## src/rtl/calc_n_engine.sv

```systemverilog
// calc_n_engine: multi-port calculator with per-port request FIFOs, a
// round-robin arbiter and a shared two-stage ALU.
//
// Ports:
//   c_clk        clock; every register updates on its rising edge
//   reset        synchronous, active-high reset
//   req_cmd_in   per-port 4-bit command, port i at [4i+3:4i]
//   req_data_in  per-port operand (op1 with the command, op2 the cycle after)
//   req_tag_in   per-port tag, captured together with the command
//   req_ready    per-port: a new command may be issued this cycle
//   out_resp     per-port response code (0 none, 1 ok, 2 error, 3 saturated)
//   out_data     per-port result
//   out_tag      per-port echoed tag
module calc_n_engine #(
    parameter int NUM_PORTS  = 4,
    parameter int DATA_W     = 32,
    parameter int TAG_W      = 2,
    parameter int FIFO_DEPTH = 4,
    parameter int SATURATE   = 0
) (
    input  logic                        c_clk,
    input  logic                        reset,
    input  logic [NUM_PORTS*4-1:0]      req_cmd_in,
    input  logic [NUM_PORTS*DATA_W-1:0] req_data_in,
    input  logic [NUM_PORTS*TAG_W-1:0]  req_tag_in,
    output logic [NUM_PORTS-1:0]        req_ready,
    output logic [NUM_PORTS*2-1:0]      out_resp,
    output logic [NUM_PORTS*DATA_W-1:0] out_data,
    output logic [NUM_PORTS*TAG_W-1:0]  out_tag
);

    localparam int SH_W   = $clog2(DATA_W);
    localparam int PTR_W  = $clog2(FIFO_DEPTH);
    localparam int CNT_W  = PTR_W + 1;
    localparam int PORT_W = (NUM_PORTS > 1) ? $clog2(NUM_PORTS) : 1;
    localparam logic [CNT_W-1:0] DEPTH_C = CNT_W'(FIFO_DEPTH);

    localparam logic [3:0] CMD_NOP = 4'd0;
    localparam logic [3:0] CMD_ADD = 4'd1;
    localparam logic [3:0] CMD_SUB = 4'd2;
    localparam logic [3:0] CMD_SHL = 4'd5;
    localparam logic [3:0] CMD_SHR = 4'd6;

    localparam logic [1:0] RESP_OK  = 2'd1;
    localparam logic [1:0] RESP_ERR = 2'd2;
    localparam logic [1:0] RESP_SAT = 2'd3;

    typedef enum logic {S_IDLE, S_WAIT_OP2} state_t;

    // Overflow/underflow result: clamp toward the violated bound, or flag error.
    function automatic logic [DATA_W+1:0] ovf_result(input logic high);
        if (SATURATE != 0)
            return {RESP_SAT, high ? {DATA_W{1'b1}} : {DATA_W{1'b0}}};
        else
            return {RESP_ERR, {DATA_W{1'b0}}};
    endfunction

    // Returns {resp, data}.
    function automatic logic [DATA_W+1:0] alu(input logic [3:0]        cmd,
                                              input logic [DATA_W-1:0] a,
                                              input logic [DATA_W-1:0] b);
        logic [DATA_W:0]   sum;
        logic [SH_W-1:0]   sh;
        sum = {1'b0, a} + {1'b0, b};
        sh  = b[SH_W-1:0];
        case (cmd)
            CMD_ADD: return sum[DATA_W] ? ovf_result(1'b1) : {RESP_OK, sum[DATA_W-1:0]};
            CMD_SUB: return (b <= a) ? {RESP_OK, a - b} : ovf_result(1'b0);
            CMD_SHL: return {RESP_OK, a << sh};
            CMD_SHR: return {RESP_OK, a >> sh};
            default: return {RESP_ERR, {DATA_W{1'b0}}};
        endcase
    endfunction

    state_t              state_q [NUM_PORTS];
    logic [3:0]          cap_cmd [NUM_PORTS];
    logic [TAG_W-1:0]    cap_tag [NUM_PORTS];
    logic [DATA_W-1:0]   cap_op1 [NUM_PORTS];

    logic [3:0]          fifo_cmd [NUM_PORTS][FIFO_DEPTH];
    logic [TAG_W-1:0]    fifo_tag [NUM_PORTS][FIFO_DEPTH];
    logic [DATA_W-1:0]   fifo_op1 [NUM_PORTS][FIFO_DEPTH];
    logic [DATA_W-1:0]   fifo_op2 [NUM_PORTS][FIFO_DEPTH];
    logic [PTR_W-1:0]    wr_ptr   [NUM_PORTS];
    logic [PTR_W-1:0]    rd_ptr   [NUM_PORTS];
    logic [CNT_W-1:0]    count    [NUM_PORTS];

    logic [NUM_PORTS-1:0] push, pop, fifo_empty, accept;
    logic [PORT_W-1:0]    rr_ptr, grant_idx, cand, rr_next;
    logic                 grant_vld;

    logic                 vld_p1;
    logic [PORT_W-1:0]    port_p1;
    logic [3:0]           cmd_p1;
    logic [TAG_W-1:0]     tag_p1;
    logic [DATA_W-1:0]    op1_p1, op2_p1;

    logic                 vld_p2;
    logic [PORT_W-1:0]    port_p2;
    logic [1:0]           resp_p2;
    logic [DATA_W-1:0]    data_p2;
    logic [TAG_W-1:0]     tag_p2;

    // Request side: handshake and FIFO status per port.
    always_comb begin
        push       = '0;
        fifo_empty = '0;
        req_ready  = '0;
        accept     = '0;
        for (int i = 0; i < NUM_PORTS; i++) begin
            push[i]       = (state_q[i] == S_WAIT_OP2);
            fifo_empty[i] = (count[i] == '0);
            req_ready[i]  = (state_q[i] == S_IDLE) && (count[i] < DEPTH_C);
            accept[i]     = req_ready[i] && (req_cmd_in[4*i +: 4] != CMD_NOP);
        end
    end

    // Round-robin search starting at rr_ptr.
    always_comb begin
        grant_vld = 1'b0;
        grant_idx = '0;
        cand      = '0;
        for (int off = 0; off < NUM_PORTS; off++) begin
            cand = PORT_W'((int'(rr_ptr) + off) % NUM_PORTS);
            if (!grant_vld && !fifo_empty[cand]) begin
                grant_vld = 1'b1;
                grant_idx = cand;
            end
        end
        rr_next = (grant_idx == PORT_W'(NUM_PORTS - 1)) ? '0 : grant_idx + PORT_W'(1);
    end

    always_comb begin
        pop = '0;
        for (int i = 0; i < NUM_PORTS; i++)
            pop[i] = grant_vld && (grant_idx == PORT_W'(i));
    end

    // Control state: FSMs, FIFO pointers, arbiter pointer, pipeline valids.
    always_ff @(posedge c_clk) begin
        if (reset) begin
            for (int i = 0; i < NUM_PORTS; i++) begin
                state_q[i] <= S_IDLE;
                wr_ptr[i]  <= '0;
                rd_ptr[i]  <= '0;
                count[i]   <= '0;
            end
            rr_ptr <= '0;
            vld_p1 <= 1'b0;
            vld_p2 <= 1'b0;
        end else begin
            for (int i = 0; i < NUM_PORTS; i++) begin
                case (state_q[i])
                    S_IDLE:  if (accept[i]) state_q[i] <= S_WAIT_OP2;
                    default: state_q[i] <= S_IDLE;
                endcase
                if (push[i]) wr_ptr[i] <= wr_ptr[i] + PTR_W'(1);
                if (pop[i])  rd_ptr[i] <= rd_ptr[i] + PTR_W'(1);
                count[i] <= count[i] + CNT_W'(push[i]) - CNT_W'(pop[i]);
            end
            if (grant_vld) rr_ptr <= rr_next;
            vld_p1 <= grant_vld;
            vld_p2 <= vld_p1;
        end
    end

    // Datapath: capture, FIFO storage and the two ALU stages.
    always_ff @(posedge c_clk) begin
        for (int i = 0; i < NUM_PORTS; i++) begin
            if (accept[i]) begin
                cap_cmd[i] <= req_cmd_in[4*i +: 4];
                cap_tag[i] <= req_tag_in[TAG_W*i +: TAG_W];
                cap_op1[i] <= req_data_in[DATA_W*i +: DATA_W];
            end
            if (push[i]) begin
                fifo_cmd[i][wr_ptr[i]] <= cap_cmd[i];
                fifo_tag[i][wr_ptr[i]] <= cap_tag[i];
                fifo_op1[i][wr_ptr[i]] <= cap_op1[i];
                fifo_op2[i][wr_ptr[i]] <= req_data_in[DATA_W*i +: DATA_W];
            end
        end
        // ---- stage 1: granted FIFO head ----
        port_p1 <= grant_idx;
        cmd_p1  <= fifo_cmd[grant_idx][rd_ptr[grant_idx]];
        tag_p1  <= fifo_tag[grant_idx][rd_ptr[grant_idx]];
        op1_p1  <= fifo_op1[grant_idx][rd_ptr[grant_idx]];
        op2_p1  <= fifo_op2[grant_idx][rd_ptr[grant_idx]];
        // ---- stage 2: ALU result ----
        port_p2              <= port_p1;
        tag_p2               <= tag_p1;
        {resp_p2, data_p2}   <= alu(cmd_p1, op1_p1, op2_p1);
    end

    // Only the originating port sees the result; vld_p2 masks stale data.
    always_comb begin
        out_resp = '0;
        out_data = '0;
        out_tag  = '0;
        for (int i = 0; i < NUM_PORTS; i++) begin
            if (vld_p2 && (port_p2 == PORT_W'(i))) begin
                out_resp[2*i +: 2]          = resp_p2;
                out_data[DATA_W*i +: DATA_W] = data_p2;
                out_tag[TAG_W*i +: TAG_W]   = tag_p2;
            end
        end
    end

endmodule

```

## config.mk

```make
export PLATFORM = sky130hd
export DESIGN_NAME = calc_n_engine
export DESIGN_NICKNAME = d
export VERILOG_FILES = /design/src/rtl/calc_n_engine.sv
export SDC_FILE = /design/constraint.sdc
export NUM_CORES = 2
export LEC_CHECK = 0
export ABC_AREA = 0
export CORE_ASPECT_RATIO = 1.1
export CORE_MARGIN = 2
export CORE_UTILIZATION = 45
export DETAILED_ROUTE_END_ITERATION = 7
export GPL_TIMING_DRIVEN = 0
export PLACE_DENSITY = 0.75
export SYNTH_ARGS = -nofsm -noshare
export SYNTH_HDL_FRONTEND = slang
export SYNTH_SLANG_ARGS = --single-unit
export TNS_END_PERCENT = 1
```

## constraint.sdc

```tcl
create_clock -name c_clk -period 6.3 [get_ports c_clk]
set_clock_uncertainty 0.05 [all_clocks]
set_input_delay 0.63 -clock c_clk [delete_from_list [all_inputs] [get_ports c_clk]]
set_output_delay 0.63 -clock c_clk [all_outputs]
set_load 0.01 [all_outputs]
```

==> impl_metrics.tcl <==
set metrics [dict create \
    status "complete, no violations" \
    synthTopCellsByArea "edfxtp_1, nand2_1, dfxtp_1" \
    clkTransAtPathRegs_ps 60 \
    criticalPathCategory "reg2reg" \
    setup_viol 0 \
    tns_ps 0 \
    dp_hpwl_um 158000 \
    initial_utilization_pct 45.2 \
    nNetsFinal 5669 \
    rsz0062_at_grt "no" \
    synth-seq-cells 1418 \
    grt_pass1_wl_um 325000 \
    reg2reg_from "op2_p1[3]$_DFF_P_" \
    maxSlewViolCount 0 \
    coreArea_sq_um 134000 \
    cts_root_buffer "clkbuf_16" \
    required_ps 6920 \
    netlist_instances 4944 \
    grt_pass1_vias 45800 \
    area_growth_pct 17.2 \
    fillers 10900 \
    grt_max_degree 47 \
    overflow 0 \
    multiInputGateArea_sq_um 17700 \
    path_cells "clkbuf_1 > clkinv_1 > buf_1 > ha_1 > buf_4 > nand2_1 > a21oi_1 > o311ai_1 > o211ai_1 > a41oi_1 > a41oi_1 > a21oi_1 > o21bai_1 > a221o_1 > a21o_1" \
    drc 0 \
    yosys_most_used_dff "edfxtp_1" \
    worst_slack_ps 760 \
    cts_tree "yes" \
    place_ws_ps 891 \
    grt_usage_pct 33.2 \
    wl_per_cell_um 32.0 \
    antenna_found_initial 21 \
    cts_hold_buffers 0 \
    drive_gt1_share_pct 7.52 \
    die_y_um 389 \
    num_vias 47200 \
    firstDrtPassIters 6 \
    cts_htree_levels 4 \
    period_share_pct 87.9 \
    regArea_sq_um 41300 \
    drt_iter0_markers 8337 \
    clock_latency_ps 790 \
    max_cap_violations 0 \
    finalHoldViolations 0 \
    crit_slowest_cell "o311ai_1" \
    cts_buffer_depth 3 \
    min_period_ps 5540 \
    yosysSeqAreaShare_pct 68.1 \
    synth_most_common_cell "edfxtp_1" \
    synth_fp_nets 5193 \
    synth_cell_types 87 \
    wl_um 235000 \
    dieArea_sq_um 138000 \
    dieWidth_um 354 \
    cts-buffers-inserted 140 \
    cts_setup_buffers 0 \
    crit_path_max_incr_delay_ps 710 \
    netlist_area_sq_um 60600 \
    pin_count 302 \
    clock_sinks 1418 \
    critPathArrivalTime_ps 6160 \
    synth_common_cells "edfxtp_1, nand2_1, and3_1, clkbuf_1, nor2_1" \
    startpoint "op2_p1[3]$_DFF_P_" \
    gp_congestion 1.03 \
    cp-end-kind "flop" \
    syn_area_per_cell_sq_um 12.3 \
    cts_resized 0 \
    path_max_fanout 10 \
    ant_nets 0 \
    synth_top_area_share_pct 63.8 \
    viasPerCell 6.44 \
    startpoint_type "flop" \
    worst_hold_path_type "in2reg" \
    yosys.area.top_type "edfxtp_1" \
    tightestPinTransition_ps 1340 \
    min_from "req_tag_in[1]" \
    max_freq_ghz 0.181 \
    synth_edf_count 1289 \
    async_flop_share_pct 0 \
    rows 141 \
    timing.slew.headroom_pct 9.96 \
    yosysWarnings 0 \
    place.port_buffers 300 \
]
[cells in the final DEF (no fill, tap or decap), drive strengths merged, types with 89 or more instances in the layout]
| cell type | n |
|---|---|
| a21oi | 115 |
| a31oi | 151 |
| and2 | 163 |
| and3 | 214 |
| buf | 152 |
| clkbuf | 391 |
| clkdlybuf4s50 | 300 |
| dfxtp | 129 |
| edfxtp | 1289 |
| ha | 89 |
| inv | 102 |
| nand2 | 1271 |
| nor2 | 168 |
| o211ai | 98 |
| o21ai | 104 |
[state kept, by name (all words and copies together), names as in the netlist, 4 cells and up]
register,cells
cap_cmd,16
cap_op1,128
cap_tag,8
cmd_p1,4
count,12
data_p2,32
fifo_cmd,64
fifo_op1,512
fifo_op2,512
fifo_tag,32
op1_p1,32
op2_p1,32
rd_ptr,8
state_q,4
wr_ptr,8
[per-stage QoR]
| step | area [sq um] | utilization [%] | instances | hold slack, ps |
|---|---|---|---|---|
| 3_3_place_gp | 65900 | 49.1 | 7031 | 404 |
| 4_1_cts | 71000 | 53.0 | 7322 | 336 |
| 3_5_place_dp | 66600 | 49.7 | 7065 | 400 |
| 5_1_grt | 71000 | 53.0 | 7323 | 367 |
| 2_1_floorplan | 60600 | - | 4944 | 260 |
| 6_report | 71100 | 53.0 | 7333 | 368 |
[layout make-up]
cell class	count	area share, %
repair buffers	334	5.15
clock buffers	177	5.27
diodes	11	0.0387
flip-flops and latches	1418	58.1
well taps	1787	3.15
clock inverters	80	0.984
multi-input cells	3101	24.9
plain buffers	332	1.97
inverters	93	0.491
[path summary, 6_finish.rpt]
kind	to	slack, ps	depth (start not counted)
setup / recovery	data_p2[30]$_DFF_P_	760	15
hold / removal	cap_tag[0][1]$_DFFE_PP_	370	1
hold reg to reg	tag_p2[0]$_DFF_P_	410	0
setup reg to reg	data_p2[30]$_DFF_P_	760	15
[worst max-delay path: cells and delay by family, from the launching register on]
kind / cells / cell delay, ps
fa+ha+maj: 1 / 440
buf+inv: 4 / 1500
compound gates: 9 / 2930
flops: 1 / 410
simple gates: 1 / 80
[cell families after synthesis]
group / Yosys count / synth area share [%]
mux: 76 / 1.48
buf+inv: 425 / 2.89
fa+ha+maj: 95 / 2.03
simple gates: 2040 / 15.0
xor+xnor: 14 / 0.202
flops: 1418 / 68.1
compound gates: 876 / 10.3
[routing by layer]
metal,vias up,global-route usage [%],wire (um),part of all wire [%]
met5,-,0,256,0.11
met4,16,22.1,18300,7.8
met3,1052,11.5,35700,15
met2,4665,50.4,103000,44
met1,22400,40.1,78100,33
li1,19100,-,-,-
Power is left out: the tool's default activity adds up to more than one toggle a clock period on the data nets, which glitch-free logic cannot reach.
